<file path="src/rtl/axi4lite_pkg.sv">
// Shared types and constants for the Wishbone to AXI4-Lite bridge.
// Holds the bridge FSM encoding and the AXI response codes.
// No logic; imported by the bridge.
package axi4lite_pkg;

    typedef enum logic [2:0] {
        IDLE    = 3'd0,
        WR_REQ  = 3'd1,
        WR_RESP = 3'd2,
        RD_REQ  = 3'd3,
        RD_RESP = 3'd4,
        ACK     = 3'd5
    } bridge_state_t;

    localparam logic [1:0] RESP_OKAY   = 2'b00;
    localparam logic [1:0] RESP_EXOKAY = 2'b01;
    localparam logic [1:0] RESP_SLVERR = 2'b10;
    localparam logic [1:0] RESP_DECERR = 2'b11;

    // Error responses are the two codes with the top bit set.
    function automatic logic resp_is_err(input logic [1:0] resp);
        return (resp == RESP_SLVERR) || (resp == RESP_DECERR);
    endfunction

endpackage

</file>
<file path="src/rtl/wishbone_to_axi4lite.sv">
// Wishbone classic slave to AXI4-Lite master bridge, one transfer in flight.
// Latency: 3 cycles stb-sample to ack with a zero-wait slave, +1 per AXI wait cycle.
// Backpressure: holds AXI valids until handshake; Wishbone stb ignored until back in IDLE.
// Optional: define WB_TO_AXI4LITE_ERR_EN to return SLVERR/DECERR as wb_err_o.
module wishbone_to_axi4lite
    import axi4lite_pkg::*;
#(
    parameter int ADDR_WIDTH = 32,
    parameter int DATA_WIDTH = 32
) (
    input  logic                    clk_i,
    input  logic                    rst_i,
    // Wishbone slave
    input  logic                    wb_cyc_i,
    input  logic                    wb_stb_i,
    input  logic                    wb_we_i,
    input  logic [ADDR_WIDTH-1:0]   wb_adr_i,
    input  logic [DATA_WIDTH/8-1:0] wb_sel_i,
    input  logic [DATA_WIDTH-1:0]   wb_dat_i,
    output logic [DATA_WIDTH-1:0]   wb_dat_o,
    output logic                    wb_ack_o,
    output logic                    wb_err_o,
    // AXI4-Lite write
    output logic [ADDR_WIDTH-1:0]   axi_awaddr_o,
    output logic [2:0]              axi_awprot_o,
    output logic                    axi_awvalid_o,
    input  logic                    axi_awready_i,
    output logic [DATA_WIDTH-1:0]   axi_wdata_o,
    output logic [DATA_WIDTH/8-1:0] axi_wstrb_o,
    output logic                    axi_wvalid_o,
    input  logic                    axi_wready_i,
    input  logic [1:0]              axi_bresp_i,
    input  logic                    axi_bvalid_i,
    output logic                    axi_bready_o,
    // AXI4-Lite read
    output logic [ADDR_WIDTH-1:0]   axi_araddr_o,
    output logic [2:0]              axi_arprot_o,
    output logic                    axi_arvalid_o,
    input  logic                    axi_arready_i,
    input  logic [DATA_WIDTH-1:0]   axi_rdata_i,
    input  logic [1:0]              axi_rresp_i,
    input  logic                    axi_rvalid_i,
    output logic                    axi_rready_o
);

    localparam int STRB_WIDTH = DATA_WIDTH / 8;

    bridge_state_t state, state_nxt;

    logic [ADDR_WIDTH-1:0] adr_q;
    logic [DATA_WIDTH-1:0] dat_q;
    logic [STRB_WIDTH-1:0] sel_q;
    logic [DATA_WIDTH-1:0] rdata_q;
    logic [1:0]            resp_q;
    logic                  aw_done_q;
    logic                  w_done_q;

    logic req_vld;
    logic aw_hs;
    logic w_hs;

    assign req_vld = wb_cyc_i & wb_stb_i;
    assign aw_hs   = axi_awvalid_o & axi_awready_i;
    assign w_hs    = axi_wvalid_o & axi_wready_i;

    // Request fields come straight from the registered Wishbone cycle, so
    // they cannot move while any valid referring to them is up.
    assign axi_awaddr_o = adr_q;
    assign axi_araddr_o = adr_q;
    assign axi_wdata_o  = dat_q;
    assign axi_wstrb_o  = sel_q;
    assign axi_awprot_o = 3'b000;
    assign axi_arprot_o = 3'b000;
    assign wb_dat_o     = rdata_q;

    // State register.
    always_ff @(posedge clk_i or posedge rst_i) begin
        if (rst_i) begin
            state <= IDLE;
        end else begin
            state <= state_nxt;
        end
    end

    // Next-state and handshake outputs.
    always_comb begin
        state_nxt     = state;
        axi_awvalid_o = 1'b0;
        axi_wvalid_o  = 1'b0;
        axi_bready_o  = 1'b0;
        axi_arvalid_o = 1'b0;
        axi_rready_o  = 1'b0;
        wb_ack_o      = 1'b0;
        wb_err_o      = 1'b0;
        case (state)
            IDLE: begin
                if (req_vld) begin
                    state_nxt = wb_we_i ? WR_REQ : RD_REQ;
                end
            end
            WR_REQ: begin
                // AW and W retire independently; leave once both are done,
                // counting a handshake completing in this very cycle.
                axi_awvalid_o = ~aw_done_q;
                axi_wvalid_o  = ~w_done_q;
                if ((aw_done_q | aw_hs) && (w_done_q | w_hs)) begin
                    state_nxt = WR_RESP;
                end
            end
            WR_RESP: begin
                axi_bready_o = 1'b1;
                if (axi_bvalid_i) begin
                    state_nxt = ACK;
                end
            end
            RD_REQ: begin
                axi_arvalid_o = 1'b1;
                if (axi_arready_i) begin
                    state_nxt = RD_RESP;
                end
            end
            RD_RESP: begin
                axi_rready_o = 1'b1;
                if (axi_rvalid_i) begin
                    state_nxt = ACK;
                end
            end
            ACK: begin
`ifdef WB_TO_AXI4LITE_ERR_EN
                wb_err_o = resp_is_err(resp_q);
                wb_ack_o = ~resp_is_err(resp_q);
`else
                wb_ack_o = 1'b1;
`endif
                state_nxt = IDLE;
            end
            default: begin
                state_nxt = IDLE;
            end
        endcase
    end

`ifndef WB_TO_AXI4LITE_ERR_EN
    // Response is still latched so both builds share one datapath.
    logic unused_resp;
    assign unused_resp = ^resp_q;
`endif

    // Request capture, per-channel completion flags and response capture.
    always_ff @(posedge clk_i or posedge rst_i) begin
        if (rst_i) begin
            adr_q     <= '0;
            dat_q     <= '0;
            sel_q     <= '0;
            rdata_q   <= '0;
            resp_q    <= RESP_OKAY;
            aw_done_q <= 1'b0;
            w_done_q  <= 1'b0;
        end else begin
            if (state == IDLE && req_vld) begin
                adr_q     <= wb_adr_i;
                dat_q     <= wb_dat_i;
                sel_q     <= wb_sel_i;
                aw_done_q <= 1'b0;
                w_done_q  <= 1'b0;
            end
            if (state == WR_REQ) begin
                if (aw_hs) begin
                    aw_done_q <= 1'b1;
                end
                if (w_hs) begin
                    w_done_q <= 1'b1;
                end
            end
            if (state == WR_RESP && axi_bvalid_i) begin
                resp_q <= axi_bresp_i;
            end
            // Read data is only replaced by the next completed read.
            if (state == RD_RESP && axi_rvalid_i) begin
                rdata_q <= axi_rdata_i;
                resp_q  <= axi_rresp_i;
            end
        end
    end

endmodule

</file>
<file path="config.mk">
export PLATFORM = sky130hd
export DESIGN_NAME = wishbone_to_axi4lite
export DESIGN_NICKNAME = d
export VERILOG_FILES = /design/src/rtl/axi4lite_pkg.sv /design/src/rtl/wishbone_to_axi4lite.sv
export SDC_FILE = /design/constraint.sdc
export NUM_CORES = 1
export LEC_CHECK = 0
export CAP_MARGIN = 20
export CORE_ASPECT_RATIO = 1.4
export CORE_MARGIN = 2
export CORE_UTILIZATION = 39
export CTS_BUF_LIST = sky130_fd_sc_hd__clkbuf_8
export CTS_CLUSTER_DIAMETER = 80
export DETAILED_ROUTE_END_ITERATION = 6
export PLACE_DENSITY = 0.83
export SLEW_MARGIN = 15
export SYNTH_ARGS = -nofsm -noshare
export SYNTH_HDL_FRONTEND = slang
export SYNTH_SLANG_ARGS = --single-unit
</file>
<file path="constraint.sdc">
create_clock -name clk_i -period 3.87 [get_ports clk_i]
set_input_delay 0.5805 -clock clk_i [delete_from_list [all_inputs] [get_ports clk_i]]
set_output_delay 0.5805 -clock clk_i [all_outputs]
set_load 0.005 [all_outputs]
</file>
==> reports/results.ini, run 1 <==
[sta]
max_slew_margin_pct = 47.27
clock_skew_ns = 0.008544
clock.fmax_mhz = 406.0
fin_tns_setup_ns = 0
maxSlewViolCount = 0
fin_crit_ns = 2.463
whs_ns = 0.4949
fin_crit_sh_pct = 63.64
setup-violations-final = 0
hold_viol = 0
rsz0062_at_grt = false
worst_pin_slew_ns = 0.7909

[place]
placed_area_um2 = 6700
io_buffers = 247
dp_hpwl_mm = 8.083
gp_congestion = 0.7736

[detailed_routing]
dr.first_iter.drc_count = 44
dr.pass1.iters = 4
drc = 0
vias_per_cell = 4.656
wl_mm = 10.57
avgRoutedWirePerCell_um = 16.21
vias = 3036
ant_nets = 0

[finish]
final_area_um2 = 6915
finalNetCount = 620
syn_to_final_growth_pct = 58.50
multi_input_area_um2 = 1364
drive_above_1_share_pct = 22.31
ff_latch_area_um2 = 2628
layout_commonest_cell = clkdlybuf4s50_1
final_cell_mix = 247 x clkdlybuf4s50_1, 105 x dfrtp_1, 90 x mux2_2
fillers = 817
n_antenna_cell = 0

[hold_path]
worstHoldStart = axi_wdata_o[3]
holdPathEnd = axi_wdata_o[3]
min_path_type = reg2reg
hold-path-cell-count = 1

[grt]
grt_use_total_pct = 17.09
antenna_found_initial = 0
grt_max_degree = 90
grt_pass1_wl_mm = 15.95
grt_pass1_vias = 3218
overflow = 0

[power]
p_clk_share_pct = 13.7
swShare_pct = 27.63
p_seq_share_pct = 38.8
power_switching_uw = 1443
irDropWorstVdd_uv = 428.2
p_leak_uw = 0.002843
internal_power_uw = 3781
p_comb_share_pct = 47.5
power_density_nw_per_um2 = 755.5

[clock_tree]
ctsResizeCount = 0
post-cts-setup-buffers = 0
tritoncts = done
clock-sinks = 105
clk_latency_ns = 0.37
root_buffer = clkbuf_8
htreeDepth = 3
clkTransAtPathRegs_ns = 0.09
cts_buffers = 9
holdBufCountCts = 0
cts.path.max_buffers = 2

[floorplan]
io_pins = 259
dieWidth_um = 93.39
die_area_um2 = 12060
core-area_um2 = 10870
start_util_pct = 40.15
die_y_um = 129.1
placementRows = 45

[worst_setup_path]
path_max_fanout = 12
crit_chain = inv_1, nor3b_1, clkdlybuf4s50_1
r2r_cells = 4
critical_path_class = reg2out
rrSetupSlack_ns = 2.00
slowest_stage = dfrtp_1
cp-start-kind = flop
reg2reg_to = wb_dat_o[30]
cp_data_arrival_time_ns = 1.88
max_stage_delay_ns = 0.64
cp.required_ns = 3.29
reg2reg_from = state[2]
crit_path_end_kind = output port

[logic_synthesis]
yosys_warnings = 0
syn_avg_cell_area_um2 = 14.99
yosys.area_share.simple_pct = 2.237
synthXorXnorAreaFrac_pct = 0
async_reset_ff_share_pct = 100.0
muxShareOfSynthArea_pct = 26.79
synthDistinctLibCells = 29
syn_area_um2 = 4363
synth_seq_cells = 105
synth_compound_area_share_pct = 1.635
synth_edf_count = 0
synth_fa_ha_area_share_pct = 0
syn_inst = 291
synth_top_family_by_area = multiplexers
synth_flop_cell = dfrtp_1
ys_seq_area_share_pct = 60.22

[job]
drv_cap = 0

[outcome]
outcome = completed

==> worst max-delay path: cells and delay by family, from the launching register on <==
kind                   cells  cell delay [ns]
flip-flops                 1             0.64
AND/OR/NAND/NOR            1             0.22
buffers and inverters      2             0.67
==> synthesized netlist by cell type, types with 2 or more instances <==
| cell | n | area, um^2 |
|---|---|---|
| nand2_1 | 3 | 11.26 |
| nor2_1 | 5 | 18.77 |
| dfrtp_1 | 105 | 2628 |
| buf_4 | 43 | 322.8 |
| inv_1 | 4 | 15.01 |
| o21ai_0 | 2 | 10.01 |
| mux2i_1 | 2 | 20.02 |
| mux2_2 | 90 | 1013 |
| buf_2 | 8 | 40.04 |
| mux2_1 | 10 | 112.6 |
==> final cells by class <==
class                           count  area share (%)
Sequential cell                   105           38.00
Clock buffer                       11           2.189
Tap cell                          141           2.551
Multi-Input combinational cell    135           19.72
Inverter                            4          0.2895
Timing Repair Buffer              251           36.37
Clock inverter                      5          0.8866
==> cell families after synthesis <==
group	Yosys count
compound gates	10
buf+inv	57
flops	105
mux	103
other cells	1
simple gates	15
==> flip-flops by register name (all words and copies together) (netlist names) <==
register and count:
wb_dat_o 32, axi_araddr_o 32, axi_wstrb_o 4, state 3, axi_wdata_o 32, aw_done_q 1, w_done_q 1
==> worst max-delay path by stage <==
stage / start / end / slack (ns) / depth (start not counted)
after detailed placement: wb_cyc_i / axi_araddr_o[31] / 1.54 / 5
after CTS: state[2] / axi_awvalid_o / 1.40 / 4
final: state[0] / wb_ack_o / 1.41 / 3
after floorplan: rst_i / aw_done_q / 0.53 / 1
after global placement: wb_cyc_i / axi_wdata_o[18] / 1.56 / 5
after global routing: state[2] / axi_awvalid_o / 1.27 / 4
==> power groups by stage <==
stage               combinational [uW]  clock [uW]  sequential, uW
floorplan                         1050           0            2020
global placement                  2470           0            2010
detailed placement                2520           0            2060
CTS                               2530         740            2040
global route                      2650         789            2110
finish                            2480         716            2030
==> metrics by stage <==
| stage | setup WS (ns) | util, % | total power (uW) | cells |
|---|---|---|---|---|
| after floorplan | 0.5290 | - | 3064 | 297 |
| after global placement | 1.564 | 61.66 | 4479 | 636 |
| after detailed placement | 1.537 | 61.66 | 4575 | 636 |
| after CTS | 1.404 | 63.62 | 5306 | 652 |
| after global routing | 1.272 | 63.64 | 5542 | 652 |
| final | 1.407 | 63.64 | 5224 | 652 |
==> metal layers <==
metal	global-route usage, %	share of wire (%)	vias up
met4	8.478	2.9	0
li1	-	-	1388
met1	17.02	33	1477
met3	5.640	8.7	22
met2	31.44	55	149
met5	0	0	-
(Power assumes the default switching activity.)
==> inputs of run 2 (changes only) <==
- clock period: 3.87 -> 2.3 ns (I/O delays scaled with it)
==> run 2 against run 1 <==
Setup slack worse by 1.2 ns. Cell area rose by 0.18%. Via count is 0.46% higher. Sequential power grew 68%.
==> reports/results.ini, run 2 (synthesis gave the netlist of run 1 again) <==
[worst_setup_path]
crit_chain = nor2_2, nand2_1, nor2_1, clkdlybuf4s50_1
crit_family = flip-flops
cp_data_arrival_time_ns = 1.78
cp-start-kind = flop
cp.required_ns = 1.96
crit_path_end_kind = output port
slowest_stage = dfrtp_1
critical_path_class = reg2out
max_stage_delay_ns = 0.52
path_buf_inv = 1
path_max_fanout = 9

[sta]
worst_pin_slew_ns = 0.5044
max_slew_margin_pct = 66.38
fin_tns_setup_ns = 0
clock.fmax_mhz = 471.6
setup-violations-final = 0
fin_crit_ns = 2.120
fin_crit_sh_pct = 92.19
whs_ns = 0.4262
hold_viol = 0
maxSlewViolCount = 0
rsz0062_at_grt = false
clock_skew_ns = 0.01037

[detailed_routing]
wl_mm = 10.67
avgRoutedWirePerCell_um = 16.38
vias_per_cell = 4.685
drc = 0
ant_nets = 0
dr.first_iter.drc_count = 18
vias = 3050
dr.pass1.iters = 4

[grt]
grt_pass1_wl_mm = 16.46
grt_use_total_pct = 17.80
grt_max_degree = 70
antenna_found_initial = 0
grt_pass1_vias = 3366
overflow = 0

[finish]
layout_commonest_cell = clkdlybuf4s50_1
final_cell_mix = 247 x clkdlybuf4s50_1, 103 x dfrtp_1, 90 x mux2_2
drive_above_1_share_pct = 22.35
finalNetCount = 620
syn_to_final_growth_pct = 58.79
n_antenna_cell = 0
fillers = 825

[clock_tree]
post-cts-setup-buffers = 0
root_buffer = clkbuf_8
cts_buffers = 9
htreeDepth = 3
ctsResizeCount = 0
clock-sinks = 105
tritoncts = done
clk_latency_ns = 0.36
clkTransAtPathRegs_ns = 0.09
holdBufCountCts = 0
cts.path.max_buffers = 2

[power]
irDropWorstVdd_uv = 659.2
power_density_nw_per_um2 = 1263
p_leak_uw = 0.002838

[job]
drv_cap = 0

[floorplan]
core-area_um2 = 10870
start_util_pct = 40.15
io_pins = 259
placementRows = 45
dieWidth_um = 93.39
die_y_um = 129.1
die_area_um2 = 12060

[place]
dp_hpwl_mm = 8.287
io_buffers = 247
gp_congestion = 0.7721

[outcome]
outcome = completed

[hold_path]
min_path_type = in2async

-- run 2: cell types whose count changed in the layout (fill, tap and decap cells not counted), moves of 2 or more --
| cell | change |
|---|---|
| buf_4 | -2 |
| inv_6 | -3 |
| buf_12 | +2 |
| inv_1 | +2 |
| dfrtp_1 | -2 |
| clkinvlp_4 | +2 |
| dfrtp_2 | +2 |
-- run 2: cell type report --
class	count	area, um^2	area share [%]
Clock buffer	11	151.4	2.185
Tap cell	141	176.4	2.547
Multi-Input combinational cell	135	1366	19.72
Clock inverter	4	45.04	0.6502
Inverter	4	18.77	0.2709
Sequential cell	105	2630	37.96
Timing Repair Buffer	251	2540	36.66
-- run 2: tightest hold or removal path: cells and delay by family --
family / cells / cell delay, ns
buffers and inverters: 3 / 0.83
-- run 2: layer usage --
layer	part of all wire [%]	GRT usage, %	up-vias
met4	3.1	9.948	0
li1	-	-	1391
met3	8.5	5.233	21
met2	55	32.54	148
met5	0	0	-
met1	33	17.86	1490
-- run 2: metrics by stage --
| step | power [uW] | cell area [um^2] | cells | setup slack, ns | util [%] |
|---|---|---|---|---|---|
| final | 8750 | 6928 | 651 | 0.1796 | 63.75 |
| after CTS | 8877 | 6923 | 651 | 0.07266 | 63.71 |
| after global routing | 9282 | 6928 | 651 | 0.007063 | 63.75 |
| after global placement | 7552 | 6726 | 636 | 0.2266 | 61.90 |
| after floorplan | 5156 | 4389 | 297 | 0.6543 | - |
| after detailed placement | 7727 | 6726 | 636 | 0.2061 | 61.90 |
-- run 2: final timing paths --
kind | from | end | slack [ns] | cells past startpoint
min in group clk_i | axi_wstrb_o[2] | axi_wstrb_o[2] | 0.49 | 1
max in group asynchronous | rst_i | state[0] | 1.40 | 3
max reg2reg | state[1] | axi_wdata_o[18] | 0.53 | 3
max | state[1] | axi_awvalid_o | 0.18 | 4
min | rst_i | axi_wdata_o[15] | 0.43 | 3
min reg2reg | axi_wstrb_o[2] | axi_wstrb_o[2] | 0.49 | 1
-- run 2: power by group --
| group | total, uW | switching, uW | leakage, uW | internal, uW |
|---|---|---|---|---|
| combinational | 4210 | 1180 | 0.00148 | 3020 |
| sequential | 3420 | 637 | 0.00125 | 2790 |
| clock | 1120 | 571 | 0.000104 | 550 |
| total | 8750 | 2390 | 0.00284 | 6360 |
